===== src/rtl/icap16_pkg.sv =====
// ---------------------------------------------------------------------------
// icap16_pkg
// Shared definitions for the 16-bit ICAP command sequencer:
//   - ICAP16 configuration-packet constants (sync words, headers, commands)
//   - sequencer FSM state encoding
//   - word-ROM stream selector
// ---------------------------------------------------------------------------
package icap16_pkg;

  localparam logic [15:0] ICAP_DUMMY   = 16'hFFFF;
  localparam logic [15:0] ICAP_SYNC1   = 16'hAA99;
  localparam logic [15:0] ICAP_SYNC2   = 16'h5566;
  localparam logic [15:0] ICAP_NOOP    = 16'h2000;
  localparam logic [15:0] ICAP_CMD_HDR = 16'h30A1;
  localparam logic [15:0] ICAP_IPROG   = 16'h000E;
  localparam logic [15:0] ICAP_DESYNC  = 16'h000D;
  localparam logic [15:0] ICAP_GEN1_HDR = 16'h3261;
  localparam logic [15:0] ICAP_GEN2_HDR = 16'h3281;
  localparam logic [15:0] ICAP_RD_HDR  = 16'h2801;

  typedef enum logic [2:0] {
    ST_IDLE      = 3'd0,
    ST_WR_STREAM = 3'd1,
    ST_RD_TURN   = 3'd2,
    ST_READ      = 3'd3,
    ST_WR_TURN   = 3'd4,
    ST_END       = 3'd5
  } icap_state_e;

  // Which fixed word stream the ROM is walking.
  typedef enum logic [1:0] {
    SEL_REBOOT = 2'd0,
    SEL_RD_PRE = 2'd1,
    SEL_RD_SUF = 2'd2
  } rom_sel_e;

  // Type-1 read header: word count 1, register address in bits [10:5].
  function automatic logic [15:0] rd_hdr(input logic [5:0] addr);
    return ICAP_RD_HDR | {5'b00000, addr, 5'b00000};
  endfunction

endpackage


===== src/rtl/icap16_word_rom.sv =====
// ---------------------------------------------------------------------------
// icap16_word_rom
// Combinational lookup of the configuration word to drive on ICAP I.
//   sel       in  stream selector (reboot / read prefix / read desync suffix)
//   idx       in  word index within the selected stream
//   boot_addr in  multiboot flash address (reboot stream)
//   reg_addr  in  configuration register address (read prefix)
//   word      out word for (sel, idx)
//   last      out high when idx is the final word of the stream
// ---------------------------------------------------------------------------
module icap16_word_rom
  import icap16_pkg::*;
#(
  parameter logic [7:0] GEN2_OPCODE = 8'h03
) (
  input  rom_sel_e    sel,
  input  logic [3:0]  idx,
  input  logic [23:0] boot_addr,
  input  logic [5:0]  reg_addr,
  output logic [15:0] word,
  output logic        last
);

  always_comb begin
    word = ICAP_DUMMY;
    last = 1'b0;
    case (sel)
      SEL_REBOOT: begin
        case (idx)
          4'd0:  word = ICAP_DUMMY;
          4'd1:  word = ICAP_SYNC1;
          4'd2:  word = ICAP_SYNC2;
          4'd3:  word = ICAP_GEN1_HDR;
          4'd4:  word = boot_addr[15:0];
          4'd5:  word = ICAP_GEN2_HDR;
          4'd6:  word = {GEN2_OPCODE, boot_addr[23:16]};
          4'd7:  word = ICAP_CMD_HDR;
          4'd8:  word = ICAP_IPROG;
          4'd9:  word = ICAP_NOOP;
          4'd10: begin
            word = ICAP_NOOP;
            last = 1'b1;
          end
          default: ;
        endcase
      end
      SEL_RD_PRE: begin
        case (idx)
          4'd0: word = ICAP_DUMMY;
          4'd1: word = ICAP_SYNC1;
          4'd2: word = ICAP_SYNC2;
          4'd3: word = ICAP_NOOP;
          4'd4: word = rd_hdr(reg_addr);
          4'd5: word = ICAP_NOOP;
          4'd6: begin
            word = ICAP_NOOP;
            last = 1'b1;
          end
          default: ;
        endcase
      end
      SEL_RD_SUF: begin
        case (idx)
          4'd0: word = ICAP_CMD_HDR;
          4'd1: word = ICAP_DESYNC;
          4'd2: word = ICAP_NOOP;
          4'd3: begin
            word = ICAP_NOOP;
            last = 1'b1;
          end
          default: ;
        endcase
      end
      default: ;
    endcase
  end

endmodule


===== src/rtl/icap16_cmd_seq.sv =====
// ---------------------------------------------------------------------------
// icap16_cmd_seq
// Sole driver of a 16-bit ICAP port. Plays fixed command streams for a
// multiboot reboot (op=0) or a single configuration-register read (op=1).
//   CLK, RST    clock, synchronous active-high reset
//   start       request pulse, accepted only while ready=1
//   op          0 = reboot, 1 = register read (sampled with start)
//   boot_addr   multiboot flash address (sampled with start)
//   reg_addr    configuration register address (sampled with start)
//   ready       idle, will accept start
//   done        one-cycle pulse at operation end
//   err         valid with done; 1 = read timed out
//   rd_data     last captured register value
//   icap_ce     ICAP CE (active-low), registered
//   icap_write  ICAP WRITE (0 write, 1 read), registered
//   icap_i      ICAP I, registered
//   icap_o      ICAP O
//   icap_busy   ICAP BUSY
// ---------------------------------------------------------------------------
module icap16_cmd_seq
  import icap16_pkg::*;
#(
  parameter int unsigned RD_TIMEOUT  = 64,
  parameter int unsigned RD_SETTLE   = 2,
  parameter logic [7:0]  GEN2_OPCODE = 8'h03
) (
  input  logic        CLK,
  input  logic        RST,
  input  logic        start,
  input  logic        op,
  input  logic [23:0] boot_addr,
  input  logic [5:0]  reg_addr,
  output logic        ready,
  output logic        done,
  output logic        err,
  output logic [15:0] rd_data,
  output logic        icap_ce,
  output logic        icap_write,
  output logic [15:0] icap_i,
  input  logic [15:0] icap_o,
  input  logic        icap_busy
);

  localparam int unsigned CNT_W = $clog2(RD_TIMEOUT + 1);
  localparam logic [CNT_W-1:0] SETTLE_C     = CNT_W'(RD_SETTLE);
  localparam logic [CNT_W-1:0] TIMEOUT_LAST = CNT_W'(RD_TIMEOUT - 1);
  localparam logic [CNT_W-1:0] CNT_ONE      = CNT_W'(1);

  icap_state_e state_q, state_d;
  rom_sel_e    sel_q, sel_d;
  logic [3:0]  idx_q, idx_d;
  // Shared counter: turnaround phase (0/1) in RD_TURN/WR_TURN, elapsed
  // cycles in READ.
  logic [CNT_W-1:0] cnt_q, cnt_d;
  logic        word_last_q, word_last_d;
  logic [23:0] boot_addr_q, boot_addr_d;
  logic [5:0]  reg_addr_q, reg_addr_d;

  logic        ready_q, ready_d;
  logic        done_q, done_d;
  logic        err_q, err_d;
  logic [15:0] rd_data_q, rd_data_d;
  logic        icap_ce_q, icap_ce_d;
  logic        icap_write_q, icap_write_d;
  logic [15:0] icap_i_q, icap_i_d;

  logic [15:0] rom_word;
  logic        rom_last;

  // The ROM looks up the word for the *next* cycle so that icap_i can be
  // registered; word_last_q then tells the current cycle whether the word
  // on the bus is the final one of its stream.
  icap16_word_rom #(
    .GEN2_OPCODE (GEN2_OPCODE)
  ) u_rom (
    .sel       (sel_d),
    .idx       (idx_d),
    .boot_addr (boot_addr_d),
    .reg_addr  (reg_addr_d),
    .word      (rom_word),
    .last      (rom_last)
  );

  always_comb begin
    state_d     = state_q;
    sel_d       = sel_q;
    idx_d       = idx_q;
    cnt_d       = cnt_q;
    boot_addr_d = boot_addr_q;
    reg_addr_d  = reg_addr_q;
    err_d       = err_q;
    rd_data_d   = rd_data_q;

    case (state_q)
      ST_IDLE: begin
        if (start && ready_q) begin
          boot_addr_d = boot_addr;
          reg_addr_d  = reg_addr;
          err_d       = 1'b0;
          idx_d       = '0;
          sel_d       = op ? SEL_RD_PRE : SEL_REBOOT;
          state_d     = ST_WR_STREAM;
        end
      end

      ST_WR_STREAM: begin
        // BUSY=1 means the word was not taken: keep it on the bus.
        if (!icap_busy) begin
          if (word_last_q) begin
            idx_d   = '0;
            cnt_d   = '0;
            state_d = (sel_q == SEL_RD_PRE) ? ST_RD_TURN : ST_END;
          end else begin
            idx_d = idx_q + 4'd1;
          end
        end
      end

      ST_RD_TURN: begin
        if (cnt_q == '0) begin
          cnt_d = CNT_ONE;
        end else begin
          cnt_d   = '0;
          state_d = ST_READ;
        end
      end

      ST_READ: begin
        // Capture wins over timeout when both happen in the final cycle.
        if ((cnt_q >= SETTLE_C) && !icap_busy) begin
          rd_data_d = icap_o;
          cnt_d     = '0;
          state_d   = ST_WR_TURN;
        end else if (cnt_q == TIMEOUT_LAST) begin
          err_d   = 1'b1;
          cnt_d   = '0;
          state_d = ST_WR_TURN;
        end else begin
          cnt_d = cnt_q + CNT_ONE;
        end
      end

      ST_WR_TURN: begin
        if (cnt_q == '0) begin
          cnt_d = CNT_ONE;
        end else begin
          cnt_d   = '0;
          idx_d   = '0;
          sel_d   = SEL_RD_SUF;
          state_d = ST_WR_STREAM;
        end
      end

      ST_END: begin
        state_d = ST_IDLE;
      end

      default: begin
        state_d = ST_IDLE;
      end
    endcase
  end

  // Port outputs are a function of the next state so they can be registered
  // without adding a cycle of latency. Turnaround phases split CE and WRITE
  // changes into separate cycles.
  always_comb begin
    icap_ce_d    = 1'b1;
    icap_write_d = 1'b0;
    icap_i_d     = ICAP_DUMMY;
    case (state_d)
      ST_WR_STREAM: begin
        icap_ce_d = 1'b0;
        icap_i_d  = rom_word;
      end
      ST_RD_TURN: icap_write_d = (cnt_d != '0);
      ST_READ: begin
        icap_ce_d    = 1'b0;
        icap_write_d = 1'b1;
      end
      ST_WR_TURN: icap_write_d = (cnt_d == '0);
      default: ;
    endcase
    ready_d     = (state_d == ST_IDLE);
    done_d      = (state_d == ST_END);
    word_last_d = rom_last;
  end

  always_ff @(posedge CLK) begin
    if (RST) begin
      state_q      <= ST_IDLE;
      sel_q        <= SEL_REBOOT;
      idx_q        <= '0;
      cnt_q        <= '0;
      word_last_q  <= 1'b0;
      ready_q      <= 1'b1;
      done_q       <= 1'b0;
      err_q        <= 1'b0;
      rd_data_q    <= '0;
      icap_ce_q    <= 1'b1;
      icap_write_q <= 1'b0;
      icap_i_q     <= ICAP_DUMMY;
    end else begin
      state_q      <= state_d;
      sel_q        <= sel_d;
      idx_q        <= idx_d;
      cnt_q        <= cnt_d;
      word_last_q  <= word_last_d;
      ready_q      <= ready_d;
      done_q       <= done_d;
      err_q        <= err_d;
      rd_data_q    <= rd_data_d;
      icap_ce_q    <= icap_ce_d;
      icap_write_q <= icap_write_d;
      icap_i_q     <= icap_i_d;
    end
  end

  // Request operands are only meaningful while an operation runs.
  always_ff @(posedge CLK) begin
    boot_addr_q <= boot_addr_d;
    reg_addr_q  <= reg_addr_d;
  end

  assign ready      = ready_q;
  assign done       = done_q;
  assign err        = err_q;
  assign rd_data    = rd_data_q;
  assign icap_ce    = icap_ce_q;
  assign icap_write = icap_write_q;
  assign icap_i     = icap_i_q;

endmodule


===== config.mk =====
export PLATFORM = sky130hd
export DESIGN_NAME = icap16_cmd_seq
export DESIGN_NICKNAME = d
export VERILOG_FILES = /design/src/rtl/icap16_pkg.sv /design/src/rtl/icap16_word_rom.sv /design/src/rtl/icap16_cmd_seq.sv
export SDC_FILE = /design/constraint.sdc
export NUM_CORES = 1
export LEC_CHECK = 0
export ABC_CLOCK_PERIOD_IN_PS = 3400
export CAP_MARGIN = 20
export CORE_MARGIN = 10
export CORE_UTILIZATION = 27
export CTS_CLUSTER_SIZE = 30
export DETAILED_ROUTE_END_ITERATION = 8
export SYNTH_ARGS = -nofsm -noshare
export SYNTH_HDL_FRONTEND = slang
export SYNTH_SLANG_ARGS = --single-unit

===== constraint.sdc =====
create_clock -name CLK -period 3.4 [get_ports CLK]
set_clock_uncertainty 0.15 [all_clocks]
set_input_delay 0.68 -clock CLK [delete_from_list [all_inputs] [get_ports CLK]]
set_output_delay 0.68 -clock CLK [all_outputs]
set_load 0.05 [all_outputs]

==> flow_summary.ini, run 1 <==
[power]
leakagePower_nw = 2.37
pwr_density_cell_nw_per_um2 = 440
irDropWorstVdd_uv = 286
seqPwrFrac_pct = 42.3
p_sw_share_pct = 27.3
p_sw_mw = 0.724
power_frac_clock_pct = 37.9
power.internal_mw = 1.93
pwr-share-comb_pct = 19.7

[floorplan]
coreArea_sq_um = 15300
die_w_microns = 145
start_util_pct = 27.7
die_area_sq_um = 21000
placementRows = 45
die_h_microns = 145
io_pins = 88

[layout]
multi_input_area_sq_um = 2400
areaGrowthSynthToFinish_pct = 43.0
drive_above_1_share_pct = 18.2
post-route-util_pct = 39.6
num_antenna_cells = 0
finalNetCount = 711
fillCellCount = 1554
fin_area_sq_um = 6040
regArea_sq_um = 1680

[synthesis]
synth_nets = 579
synth_edf_count = 0
synth.distinct_cells = 79
synthFlopType = dfxtp_1
yosysSeqAreaShare_pct = 39.8
postSynth.asyncResetShare_pct = 0
syn_avg_cell_area_sq_um = 8.06
syn_inst = 524
ys_warn_count = 0
ys_ff_latch = 84
syn_area_sq_um = 4220

[sta]
rsz0062_at_grt = false
hold_violations = 0
worstMarginPinSlew_ns = 0.705
finalSetupViolCount = 0
slew_headroom_pct = 52.6
fin_crit_ns = 3.26
period_share_pct = 96.0
drv_slew = 0
fmax_mhz = 306
setup_tns_ns = 0

[worst_setup_path]
worstReg2RegEnd = icap_i[11]
worstSetupEndpoint = icap_i[11]
cp_max_fo = 15
worstPathCellList = clkdlybuf4s50_1, buf_4, nor4bb_1, a21boi_0, o22ai_1, nand4b_4, or4_4, or3_4, or3_1
reg2reg_depth = 10
path_class = input pin to register
arrival_ns = 3.33
crit_path_start_kind = input pin
critPathCaptureType = register
r2r_slack_ns = 0.19
slowest_delay_ns = 0.53
critPathLaunch = icap_busy
slowest_stage = or4_4
r2r-start = cnt_q[1]
crit_required_ns = 3.47

[global_routing]
grt.overflow.total = 0
grt_pass1_vias = 4196
grt_pass1_wl_microns = 21800
grt_use_total_pct = 12.5
antenna_found_initial = 0
grt_max_degree = 36

[min_path]
hold_path.class = register to register
hold_path.startpoint = boot_addr_q[11]

[route]
wl_met1_microns = 6300
dr.pass1.iters = 4
wl_per_cell_microns = 15.6
dr.max_layer_used = met4
vias = 4281
routed_wirelength_microns = 13600
antenna_left = 0
wl_met3_microns = 998
initialDrtViolationCount = 298
wl_met2_microns = 6030
avgViaCountPerCell = 4.91
drc_errors = 0

[clocking]
post_cts_resized = 0
cts_tree = done
root_buffer = clkbuf_16
clkLatencyLatePin_ns = 0.35
clk_pin_slew_ns = 0.06
clock-sinks = 84
cts_made_buffers = 9
clock_path_buffers = 2
post_cts_buffers = 0
cts.hold.buffers_added = 0
htreeDepth = 3

[place]
gp_congestion = 0.932
io_buffers = 87
place_area_sq_um = 5710
dpl.hpwl_microns = 10600

[flow_run]
maxCapViolCount = 0

[status]
status = complete, no violations
==> cells in the mapped netlist (4+ instances only) <==
library cell | n | area share [%]
dfxtp_1 | 84 | 40
o21ai_0 | 24 | 2.8
nand2_1 | 128 | 11
or2_2 | 4 | 0.59
a21oi_1 | 39 | 4.6
o211ai_1 | 4 | 0.71
a21o_1 | 8 | 1.4
nor2_1 | 28 | 2.5
a211o_1 | 4 | 0.83
clkbuf_1 | 19 | 1.7
or3_1 | 5 | 0.74
mux2i_1 | 5 | 1.2
a31oi_1 | 8 | 1.2
nand4_1 | 5 | 0.74
buf_2 | 5 | 0.59
nand3_1 | 8 | 0.95
inv_1 | 7 | 0.62
ha_1 | 4 | 1.2
nor3_1 | 14 | 1.7
nor2b_1 | 5 | 0.74
a21boi_0 | 6 | 1.1
nand2b_1 | 5 | 0.74
a211oi_1 | 5 | 0.89
o22ai_1 | 5 | 0.74
mux2_2 | 9 | 2.4
and3_1 | 6 | 0.89
==> cells by family after synthesis <==
logic type	share of synthesized area (%)
xor+xnor	0.415
fa+ha+maj	1.19
mux	3.59
flops	39.8
simple gates	27.9
buf+inv	3.97
compound gates	23.1
==> stage by stage <==
stage,power [mW],cells,hold WS [ns],setup slack [ns]
floorplan,1.43,524,0.264,0.364
global placement,1.66,856,0.284,-0.164
detailed placement,1.67,856,0.286,-0.250
CTS,2.69,872,0.302,0.124
global route,2.78,872,0.331,0.0217
finish,2.66,872,0.303,0.136
==> worst max-delay path, delay by kind of cell <==
kind	cells	cell delay, ns
compound gates	2	0.35
buf+inv	2	0.70
simple gates	5	1.60
==> layout by cell type (no fill, tap or decap), types with 3 or more instances in the layout <==
master,count
o211ai_1,4
nor3_2,3
ha_1,4
nor3_1,12
nand3_1,8
buf_4,63
clkbuf_16,9
a211o_1,4
a21oi_1,39
o22ai_1,5
or2_2,4
inv_1,7
a211oi_1,5
a22oi_1,3
and3_1,6
nor4b_1,3
o21ai_0,24
dfxtp_1,84
a21boi_0,6
nor3b_1,3
nand4_1,5
a21o_1,8
nor2b_1,5
mux2_2,9
nand2b_1,5
nand2_1,128
or3_1,4
nor2_1,28
a31oi_1,8
mux2i_1,5
clkdlybuf4s50_1,87
o221a_2,3
==> how the worst min path moves through the flow <==
stage / endpoint / depth (start not counted)
after floorplan: boot_addr_q[21] / 2
after detailed placement: boot_addr_q[22] / 2
after CTS: boot_addr_q[22] / 2
after global placement: boot_addr_q[6] / 2
after global routing: reg_addr_q[4] / 2
final: boot_addr_q[11] / 2
==> state kept, by name, indices dropped and copies added, names as in the netlist <==
signal / cells
boot_addr_q: 24
cnt_q: 7
done: 1
err: 1
icap_ce: 1
icap_i: 16
icap_write: 1
idx_q: 4
rd_data: 16
ready: 1
reg_addr_q: 6
sel_q: 2
state_q: 3
word_last_q: 1
==> layer usage <==
layer / global-route usage (%) / vias up
met5: 0 / -
li1: - / 2142
met3: 5.00 / 17
met4: 4.30 / 0
met2: 19.6 / 121
met1: 15.1 / 2001
==> power groups by stage <==
stage          clock [mW]  combinational [mW]  sequential, mW
2_1_floorplan           0               0.248            1.19
3_3_place_gp            0               0.516            1.14
3_5_place_dp            0               0.521            1.15
4_1_cts              1.04               0.524            1.12
5_1_grt              1.07               0.573            1.13
6_report             1.01               0.524            1.12
==> cell type report <==
cell class	instances	area share (%)
inverters	9	0.560
clock inverters	5	0.995
repair buffers	150	22.3
clock buffers	11	4.19
multi-input cells	402	39.8
well taps	211	4.37
flip-flops and latches	84	27.9
No activity file was read; power rests on OpenSTA's default activity.
==> inputs of run 2 (changes only) <==
--- a/config.mk
+++ b/config.mk
@@ -5,12 +5,12 @@
 export SDC_FILE = /design/constraint.sdc
 export NUM_CORES = 1
 export LEC_CHECK = 0
-export ABC_CLOCK_PERIOD_IN_PS = 3400
 export CAP_MARGIN = 20
 export CORE_MARGIN = 10
-export CORE_UTILIZATION = 27
+export CORE_UTILIZATION = 35
 export CTS_CLUSTER_SIZE = 30
 export DETAILED_ROUTE_END_ITERATION = 8
+export PLACE_DENSITY = 0.7
 export SYNTH_ARGS = -nofsm -noshare
 export SYNTH_HDL_FRONTEND = slang
 export SYNTH_SLANG_ARGS = --single-unit
==> flow_summary.ini, run 2 (synthesized netlist as in run 1, its figures left out) <==
[status]
status = complete, no violations

[global_routing]
grt_pass1_wl_microns = 21600
grt_max_degree = 36
antenna_found_initial = 0
grt_pass1_vias = 4195
grt_use_total_pct = 15.9
grt.overflow.total = 0

[place]
place_area_sq_um = 5640
dp_cells = 793
gp_congestion = 0.970
dpl.hpwl_microns = 10500
io_buffers = 87

[layout]
num_antenna_cells = 0
fin_area_sq_um = 5960
finalNetCount = 712
fillCellCount = 1169
areaGrowthSynthToFinish_pct = 41.0
largest_reg_flops = 24
layout_common_cells = nand2_1, clkdlybuf4s50_1, dfxtp_1
layout_commonest_cell = nand2_1
fin_cells = 808
largest_register = boot_addr_q
drive_above_1_share_pct = 17.9

[floorplan]
start_util_pct = 35.5
io_pins = 88
die_area_sq_um = 16900
placementRows = 40
die_h_microns = 130
die_w_microns = 130
coreArea_sq_um = 11900

[route]
avgViaCountPerCell = 5.22
vias = 4215
dr.pass1.iters = 5
initialDrtViolationCount = 336
wl_per_cell_microns = 16.7
routed_wirelength_microns = 13500
drc_errors = 0
antenna_left = 0

[sta]
period_share_pct = 96.6
finalSetupViolCount = 0
slew_headroom_pct = 63.9
fmax_mhz = 305
drv_slew = 0
rsz0062_at_grt = false
hold_violations = 0
fin_crit_ns = 3.28
whs_ns = 0.299
worstMarginPinSlew_ns = 0.540
setup_tns_ns = 0

[worst_setup_path]
worstPathCellList = clkdlybuf4s50_1, buf_4, nor4bb_1, a21boi_0, o22ai_1, nand4b_4, or4_4, or3_4, or3_1
slowest_stage = or4_4
crit_family = simple AND/OR/NAND/NOR gates
cp_max_fo = 15
path_class = input pin to register
worst-path-buf-inv = 2
critPathCaptureType = register
slowest_delay_ns = 0.53
crit_required_ns = 3.47
crit_path_start_kind = input pin
arrival_ns = 3.36

[power]
p_sw_share_pct = 26.3
power_frac_clock_pct = 37.8
leakagePower_nw = 2.37
power_mw = 2.64
pwr-share-comb_pct = 19.6
p_sw_mw = 0.692
pwr_density_cell_nw_per_um2 = 442
irDropWorstVdd_uv = 315
power.internal_mw = 1.94
seqPwrFrac_pct = 42.5

[clocking]
post_cts_buffers = 0
root_buffer = clkbuf_16
htreeDepth = 3
clock-sinks = 84
clock_path_buffers = 2
clk_pin_slew_ns = 0.06
cts_tree = done
clkLatencyLatePin_ns = 0.34
cts_made_buffers = 9

[flow_run]
maxCapViolCount = 0

[min_path]
hold_path.class = register to register
-- run 2: path summary, 6_finish.rpt --
check / start / end / slack [ns] / cells past startpoint
worst max-delay path: icap_busy / icap_i[11] / 0.12 / 9
worst max register to register: cnt_q[1] / icap_i[0] / 0.22 / 10
worst min register to register: boot_addr_q[7] / boot_addr_q[7] / 0.30 / 2
worst min-delay path: boot_addr_q[7] / boot_addr_q[7] / 0.30 / 2
-- run 2: layout make-up --
class,count,area (sq um),share of cell area [%]
multi-input combinational,402,2400,40.3
sequential,84,1680,28.2
timing repair buffer,151,1350,22.7
clock buffer,14,274,4.60
tap,147,184,3.09
inverter,9,33.8,0.567
clock inverter,1,30.0,0.504
-- run 2: stage by stage --
step	setup WS [ns]	util (%)
floorplan	0.364	-
global placement	-0.323	47.3
detailed placement	-0.274	47.3
CTS	0.0753	49.9
global route	0.0353	50.0
finish	0.117	50.0
-- run 2: repair_timing --
action,in CTS,in global routing
gates resized for setup,0,3
hold buffers,0,0
endpoints found under the setup margin,0,4
-- run 2: worst min-delay path, delay by kind of cell, from the launching register on --
kind,cells,cell delay [ns]
simple gates,2,0.11
flops,1,0.30
-- run 2: layer usage --
metal  track usage [%]  vias to the layer above  routed length [microns]
met5                 0                        -                        0
met4              5.49                        0                      254
met3              5.64                       25                     1020
met2              25.1                      125                     6010
met1              19.8                     1918                     6210
li1                  -                     2147                        -
-- run 2: power by group through the flow --
| stage | combinational [mW] | sequential, mW | clock, mW |
|---|---|---|---|
| 2_1_floorplan | 0.248 | 1.19 | 0 |
| 3_3_place_gp | 0.508 | 1.14 | 0 |
| 3_5_place_dp | 0.513 | 1.14 | 0 |
| 4_1_cts | 0.516 | 1.12 | 1.02 |
| 5_1_grt | 0.566 | 1.13 | 1.06 |
| 6_report | 0.517 | 1.12 | 0.997 |
